## config.mk

```make
export PLATFORM = sky130hd
export DESIGN_NAME = matrix2x2_operand_loader_flat
export DESIGN_NICKNAME = d
export VERILOG_FILES = /design/src/rtl/matrix2x2_pkg.sv /design/src/rtl/matrix2x2_operand_loader_if.sv /design/src/rtl/matrix2x2_operand_loader.sv /design/src/flat_wrapper.sv
export SDC_FILE = /design/constraint.sdc
export NUM_CORES = 1
export LEC_CHECK = 0
export CAP_MARGIN = 20
export CORE_ASPECT_RATIO = 0.5
export CORE_MARGIN = 10
export CORE_UTILIZATION = 25
export CTS_BUF_LIST = sky130_fd_sc_hd__clkbuf_16
export CTS_CLUSTER_SIZE = 14
export DETAILED_ROUTE_END_ITERATION = 12
export DONT_BUFFER_PORTS = 1
export PLACE_DENSITY = 0.36
export SYNTH_ARGS = -nofsm -noshare
export SYNTH_HDL_FRONTEND = slang
export SYNTH_SLANG_ARGS = --single-unit
```

## constraint.sdc

```tcl
create_clock -name clk -period 2.91 [get_ports clk]
set_clock_uncertainty 0.15 [all_clocks]
set_input_delay 0.582 -clock clk [delete_from_list [all_inputs] [get_ports clk]]
set_output_delay 0.582 -clock clk [all_outputs]
set_load 0.1 [all_outputs]
```

## src/rtl/matrix2x2_pkg.sv

```systemverilog
// Shared types and constants for the 2x2 matrix operand loader and its bench.
// Beat indices follow the stream order: A row-major, then B row-major.
package matrix2x2_pkg;

  localparam int DATA_W = 8;

  typedef enum logic [1:0] {
    IDLE = 2'd0,
    LOAD = 2'd1,
    FIRE = 2'd2,
    WAIT = 2'd3
  } state_t;

  localparam logic [2:0] IDX_A00 = 3'd0;
  localparam logic [2:0] IDX_A01 = 3'd1;
  localparam logic [2:0] IDX_A10 = 3'd2;
  localparam logic [2:0] IDX_A11 = 3'd3;
  localparam logic [2:0] IDX_B00 = 3'd4;
  localparam logic [2:0] IDX_B01 = 3'd5;
  localparam logic [2:0] IDX_B10 = 3'd6;
  localparam logic [2:0] IDX_B11 = 3'd7;

  localparam logic [3:0] JOB_LEN_FULL = 4'd8;
  localparam logic [3:0] JOB_LEN_A    = 4'd4;

  localparam int MULT_LAT = 4;

endpackage

```

## src/rtl/matrix2x2_operand_loader_if.sv

```systemverilog
// Byte stream into the operand loader: valid/ready plus the per-job keep_b hint.
interface matrix2x2_operand_loader_if;
  import matrix2x2_pkg::*;

  logic              in_valid;
  logic              in_ready;
  logic [DATA_W-1:0] in_data;
  logic              keep_b;

  modport master (output in_valid, output in_data, output keep_b, input in_ready);
  modport slave  (input in_valid, input in_data, input keep_b, output in_ready);

endinterface

```

## src/rtl/matrix2x2_operand_loader.sv

```systemverilog
// Assembles A/B operands from a byte stream, pulses the engine start and holds
// operands until done; 1 cycle last-beat to start; in_ready low from FIRE to job_done.
module matrix2x2_operand_loader #(
  parameter int DATA_W     = 8,
  parameter int WAIT_GUARD = 1
) (
  input  logic                        clk,
  input  logic                        rst,
  matrix2x2_operand_loader_if.slave   in_if,
  input  logic                        mult_done,
  output logic                        mult_start,
  output logic [DATA_W-1:0]           a00,
  output logic [DATA_W-1:0]           a01,
  output logic [DATA_W-1:0]           a10,
  output logic [DATA_W-1:0]           a11,
  output logic [DATA_W-1:0]           b00,
  output logic [DATA_W-1:0]           b01,
  output logic [DATA_W-1:0]           b10,
  output logic [DATA_W-1:0]           b11,
  output logic                        busy,
  output logic                        job_done
);
  import matrix2x2_pkg::*;

  localparam int GW = (WAIT_GUARD < 2) ? 1 : $clog2(WAIT_GUARD + 1);

  state_t                  state_q, state_d;
  logic                    in_ready_q, in_ready_d;
  logic [2:0]              idx_q, idx_d;
  logic [3:0]              job_len_q, job_len_d;
  logic                    b_valid_q, b_valid_d;
  logic                    busy_q, busy_d;
  logic                    job_done_q, job_done_d;
  logic [GW-1:0]           guard_q, guard_d;
  logic [7:0][DATA_W-1:0]  ops_q, ops_d;

  logic                    xfer;
  logic                    last_beat;
  logic [3:0]              cur_len;

  always_comb begin
    state_d    = state_q;
    idx_d      = idx_q;
    job_len_d  = job_len_q;
    b_valid_d  = b_valid_q;
    busy_d     = busy_q;
    job_done_d = 1'b0;
    guard_d    = guard_q;
    ops_d      = ops_q;

    // in_ready_q is only ever high in LOAD, so it alone qualifies a transfer
    xfer    = in_if.in_valid & in_ready_q;
    cur_len = job_len_q;
    if (xfer && (idx_q == IDX_A00)) begin
      cur_len = (in_if.keep_b && b_valid_q) ? JOB_LEN_A : JOB_LEN_FULL;
    end
    last_beat = xfer && ({1'b0, idx_q} == (cur_len - 4'd1));

    case (state_q)
      IDLE: state_d = LOAD;
      LOAD: begin
        if (xfer) begin
          job_len_d = cur_len;
          busy_d    = 1'b1;
          idx_d     = idx_q + 3'd1;
          case (idx_q)
            IDX_A00: ops_d[IDX_A00] = in_if.in_data;
            IDX_A01: ops_d[IDX_A01] = in_if.in_data;
            IDX_A10: ops_d[IDX_A10] = in_if.in_data;
            IDX_A11: ops_d[IDX_A11] = in_if.in_data;
            IDX_B00: ops_d[IDX_B00] = in_if.in_data;
            IDX_B01: ops_d[IDX_B01] = in_if.in_data;
            IDX_B10: ops_d[IDX_B10] = in_if.in_data;
            IDX_B11: begin
              ops_d[IDX_B11] = in_if.in_data;
              b_valid_d      = 1'b1;
            end
            default: ;
          endcase
          if (last_beat) state_d = FIRE;
        end
      end
      FIRE: begin
        state_d = WAIT;
        guard_d = GW'(WAIT_GUARD);
      end
      WAIT: begin
        // the guard masks a done level left over from the previous job
        if (guard_q != '0) begin
          guard_d = guard_q - GW'(1);
        end else if (mult_done) begin
          state_d    = LOAD;
          job_done_d = 1'b1;
          busy_d     = 1'b0;
          idx_d      = '0;
        end
      end
      default: state_d = IDLE;
    endcase

    in_ready_d = (state_d == LOAD);
  end

  always_ff @(posedge clk or posedge rst) begin
    if (rst) begin
      state_q    <= IDLE;
      in_ready_q <= 1'b0;
      idx_q      <= '0;
      job_len_q  <= JOB_LEN_FULL;
      b_valid_q  <= 1'b0;
      busy_q     <= 1'b0;
      job_done_q <= 1'b0;
      guard_q    <= '0;
      ops_q      <= '0;
    end else begin
      state_q    <= state_d;
      in_ready_q <= in_ready_d;
      idx_q      <= idx_d;
      job_len_q  <= job_len_d;
      b_valid_q  <= b_valid_d;
      busy_q     <= busy_d;
      job_done_q <= job_done_d;
      guard_q    <= guard_d;
      ops_q      <= ops_d;
    end
  end

  assign in_if.in_ready = in_ready_q;
  assign mult_start     = (state_q == FIRE);
  assign busy           = busy_q;
  assign job_done       = job_done_q;

  assign a00 = ops_q[IDX_A00];
  assign a01 = ops_q[IDX_A01];
  assign a10 = ops_q[IDX_A10];
  assign a11 = ops_q[IDX_A11];
  assign b00 = ops_q[IDX_B00];
  assign b01 = ops_q[IDX_B01];
  assign b10 = ops_q[IDX_B10];
  assign b11 = ops_q[IDX_B11];

endmodule
```

## src/flat_wrapper.sv

```systemverilog
// flat-port wrapper written by rule: the top's interface ports become plain ports
module matrix2x2_operand_loader_flat import matrix2x2_pkg::*;
#(
  parameter int DATA_W     = 8,
  parameter int WAIT_GUARD = 1
)
  (clk, rst, mult_done, mult_start, a00, a01, a10, a11, b00, b01, b10, b11, busy, job_done, in_if_in_valid, in_if_in_data, in_if_keep_b, in_if_in_ready);
  matrix2x2_operand_loader_if in_if_i ();
  input  logic clk;
  input  logic rst;
  input  logic mult_done;
  output logic mult_start;
  output logic [DATA_W-1:0] a00;
  output logic [DATA_W-1:0] a01;
  output logic [DATA_W-1:0] a10;
  output logic [DATA_W-1:0] a11;
  output logic [DATA_W-1:0] b00;
  output logic [DATA_W-1:0] b01;
  output logic [DATA_W-1:0] b10;
  output logic [DATA_W-1:0] b11;
  output logic busy;
  output logic job_done;
  input wire logic [$bits(in_if_i.in_valid)-1:0] in_if_in_valid;
  input wire logic [$bits(in_if_i.in_data)-1:0] in_if_in_data;
  input wire logic [$bits(in_if_i.keep_b)-1:0] in_if_keep_b;
  output wire logic [$bits(in_if_i.in_ready)-1:0] in_if_in_ready;
  assign in_if_i.in_valid = in_if_in_valid;
  assign in_if_i.in_data = in_if_in_data;
  assign in_if_i.keep_b = in_if_keep_b;
  assign in_if_in_ready = in_if_i.in_ready;
  matrix2x2_operand_loader #(.DATA_W(DATA_W), .WAIT_GUARD(WAIT_GUARD)) u_core (.clk(clk), .rst(rst), .in_if(in_if_i), .mult_done(mult_done), .mult_start(mult_start), .a00(a00), .a01(a01), .a10(a10), .a11(a11), .b00(b00), .b01(b01), .b10(b10), .b11(b11), .busy(busy), .job_done(job_done));
endmodule
```

==> flow_results.org <==
** Routing
- M1 wire length :: 3610 µm
- The routed design has 8280 µm of wire.
- First drt pass iteration count :: 4
- In this run the top signal layer used is met4.
- The count of nets left with antenna violations once routing finished came out at 0.
- Summed over all nets, wire length on met2 after detailed routing comes to 3980 µm.
- Dividing the detail-routed wire length by the instance count gives 20.8 µm.
- Routed vias :: 1,730
- Wire segments on met3 add up to 588 µm in the final route.
- Count of routing violations after the opening detailed-route iteration :: 82
- In the routed layout, each cell is associated on average with a via count of 4.35.
- For this run, design rule violations remaining after detail routing come to 0.

** Critical path
- Kind of capture point of the worst setup path :: flop
- Arrival @ worst endpoint :: 2240 ps
- For the worst setup path, the data required time is 2970 ps.
- In this run the critical register-to-register path is launched from u_core.state_q[1].
- Following the worst setup path forward leads to its endpoint at u_core.a01[4].
- The worst setup path is launched from a flop.
- Tracing the worst setup path back leads to its startpoint at u_core.state_q[1].
- Biggest fanout along the worst timing path :: 8
- Across all register-to-register paths, the minimum setup slack is 730 ps.
- Number of cell instances on the worst register-to-register path :: 3
- Critical setup path kind :: reg2reg
- In this run the critical register-to-register path is captured at u_core.a01[4].

** GRT
- The initial antenna violation count came to 0.
- Global-route wire length before repair :: 12,400 µm
- Largest net degree at the start of global routing :: 60
- The via count of the first global-routing pass came to 1,828.
- Global routing consumed, over all layers together, 9.12% of the routing resources.
- Summed over all layers, the global routing overflow is 0.

** STA
- The worst pin sits at a relative slew slack of 37.2%.
- Least setup slack across all paths after layout :: 730 ps
- Min Tclk post-route :: 2180 ps
- Setup total negative slack on the finished layout was measured at 0 ps.
- Setup repair after global routing left no endpoint under its margin.
- Number of hold violations in the final report :: 0
- Of the available clock period, the critical path in the final layout requires 74.9%.
- Final Setup Violations :: 0
- Timing would allow up to 459 MHz.
- Final Max Tran Viols :: 0
- Actual slew at the worst max-slew pin :: 942 ps

** CTS
- CTS built an H-tree with a depth of 3.
- Clock tree synthesis inserted a total of 9 buffers.
- Worst-case clock buffer depth :: 2
- Clock latency on the worst-skew pair :: 330 ps
- Clock tree synthesis found a total of 78 sinks.
- Clock slew at the register clock pins of the worst setup and hold paths :: 60 ps
- Clock root cell :: sky130_fd_sc_hd__clkbuf_16
- TritonCTS clock tree :: yes

** Synth
- The biggest area contributor in the post-synthesis netlist is sky130_fd_sc_hd__dfrtp_1.
- Mapped Nets :: 231
- Area of the mapped netlist :: 3240 µm²
- The cell count after synthesis came out at 212.
- Yosys mapped the design onto 37 distinct sky130hd cell types.
- Sorting the synthesized cells by area gives the leading types as sky130_fd_sc_hd__dfrtp_1, sky130_fd_sc_hd__mux2_2, sky130_fd_sc_hd__mux2_4.
- Yosys top cell area share :: 59.4%
- The synthesized design contains 78 register bits.
- A synthesized cell averages 15.3 µm².
- EDFF count, synth :: 0
- Yosys printed 0 warnings.
- Main synth FF type :: sky130_fd_sc_hd__dfrtp_1
- Part of the Yosys area used for sequential elements :: 60.2%
- Share of synthesized flip-flops with an asynchronous set or reset :: 100%

** Layout
- Number of inserted diodes :: 0
- Post-Layout Inst Area :: 3790 µm²
- The net count of the finished layout is 242.
- The post-route netlist has 38.2% of its cells at a drive strength greater than 1.
- Area Growth Syn to Fin :: 17.0%

** Outcome
- Outcome :: complete, no violations

** Floorplan
- From bottom edge to top edge, the die measures 101 µm.
- Core Box Area :: 12,700 µm²
- Starting density of the core :: 25.6%
- Die area :: 18,200 µm²
- The die is 181 µm wide.
- The floorplan has 29 rows.
- I/O Pins :: 81

** Placed design
- Before CTS, the worst setup slack after placement is 669 ps.
- After detailed placement, the total cell area comes to 3450 µm².
- Final Wtd Congestion :: 0.775
- Count of input and output buffers :: 0
- The wire-length estimate of the detail-placed layout is 5830 µm.

** Hold path
- Counting instances, the worst hold path has a depth of 1.
- Class of the tightest hold or removal check :: in2reg
- Min-delay src :: in_if_keep_b

** Run
- Max-capacitance violation count :: 0
[synth_stat cells (2+ instances only)]
master / n
sky130_fd_sc_hd__buf_6: 4
sky130_fd_sc_hd__buf_2: 2
sky130_fd_sc_hd__mux2_1: 6
sky130_fd_sc_hd__nand3_1: 2
sky130_fd_sc_hd__nor2b_1: 5
sky130_fd_sc_hd__nor2_1: 5
sky130_fd_sc_hd__ha_1: 6
sky130_fd_sc_hd__o21ai_0: 5
sky130_fd_sc_hd__and4b_1: 2
sky130_fd_sc_hd__o31ai_1: 3
sky130_fd_sc_hd__dfrtp_1: 77
sky130_fd_sc_hd__nand3_2: 3
sky130_fd_sc_hd__nand2_1: 5
sky130_fd_sc_hd__nand4b_1: 3
sky130_fd_sc_hd__and3_1: 2
sky130_fd_sc_hd__mux2_4: 16
sky130_fd_sc_hd__mux2_2: 42
sky130_fd_sc_hd__inv_1: 5
[worst max-delay path, stage by stage, from the launching register on]
cell and delay (ps):
sky130_fd_sc_hd__dfrtp_1 430, sky130_fd_sc_hd__and4b_1 460, sky130_fd_sc_hd__and3_1 660, sky130_fd_sc_hd__mux2_4 350
[layer usage]
| layer | vias to the layer above | global-route usage [%] |
|---|---|---|
| met5 | - | 0 |
| met4 | 0 | 3.17 |
| met3 | 8 | 4.30 |
| met2 | 36 | 14.6 |
| met1 | 907 | 10.6 |
| li1 | 779 | - |
[sequential cells by signal, summed over array words and instances (netlist names), 4 cells and up]
register	cells
u_core.b10	8
u_core.b01	8
u_core.a11	8
u_core.a00	8
u_core.b11	8
u_core.job_len_q	4
u_core.b00	8
u_core.a10	8
u_core.a01	8
[cells by family (layout without fill, tap and decap cells)]
kind of cell             after synthesis  after routing  share of synthesized area (%)
buffers and inverters                 12             28                           2.51
multiplexers                          64             64                           24.1
AND/OR/NAND/NOR                       35             35                           7.10
flip-flops                            78             78                           60.2
adder cells (fa/ha/maj)                6              6                           2.31
AO/OA/AOI/OAI                         17             17                           3.78
[how the worst min path moves through the flow]
stage                                to  slack [ps]
floorplan           u_core.job_len_q[3]         260
global placement    u_core.job_len_q[3]         290
detailed placement  u_core.job_len_q[3]         290
CTS                 u_core.job_len_q[3]         150
global route        u_core.job_len_q[3]         150
finish              u_core.job_len_q[3]         170
[timing repair]
item	CTS	global route
hold buffers	1	0
hold endpoints to repair	18	0
setup buffers	0	0
resized for setup	0	0
endpoints found under the setup margin	0	0
[layout by cell type, fill, tap and decap left out, drive strengths merged]
master       count
a211oi           1
a21oi            2
a221oi           1
a31oi            1
and2             1
and3             2
and4b            2
buf              6
bufinv           3
clkbuf           9
clkinv           3
dfrtp           77
dfstp            1
dlygate4sd3      1
ha               6
inv              6
mux2            64
nand2            6
nand2b           1
nand3            5
nand4b           3
nor2             5
nor2b            5
nor3             1
nor4b            1
nor4bb           1
o21a             1
o21ai            5
o21bai           1
o221ai           1
o31a             1
o31ai            3
or2              1
or4b             1
[final cells by class]
| class | count | area (µm²) |
|---|---|---|
| inverter | 5 | 20.0 |
| clock inverter | 7 | 105 |
| sequential | 78 | 1950 |
| multi-input combinational | 122 | 1210 |
| clock buffer | 9 | 225 |
| timing repair buffer | 7 | 67.6 |
| tap | 170 | 213 |
| fill | 1289 | 8870 |
[metrics by stage]
stage | hold slack (ps) | util, % | std cells
after floorplan | 256 | - | 212
after global placement | 294 | 27.3 | 381
after detailed placement | 289 | 27.3 | 381
after CTS | 149 | 30.0 | 398
after global routing | 148 | 30.0 | 398
final | 168 | 30.0 | 398
Power is left out: the tool's default activity adds up to more than one toggle a clock period on the data nets, which glitch-free logic cannot reach.
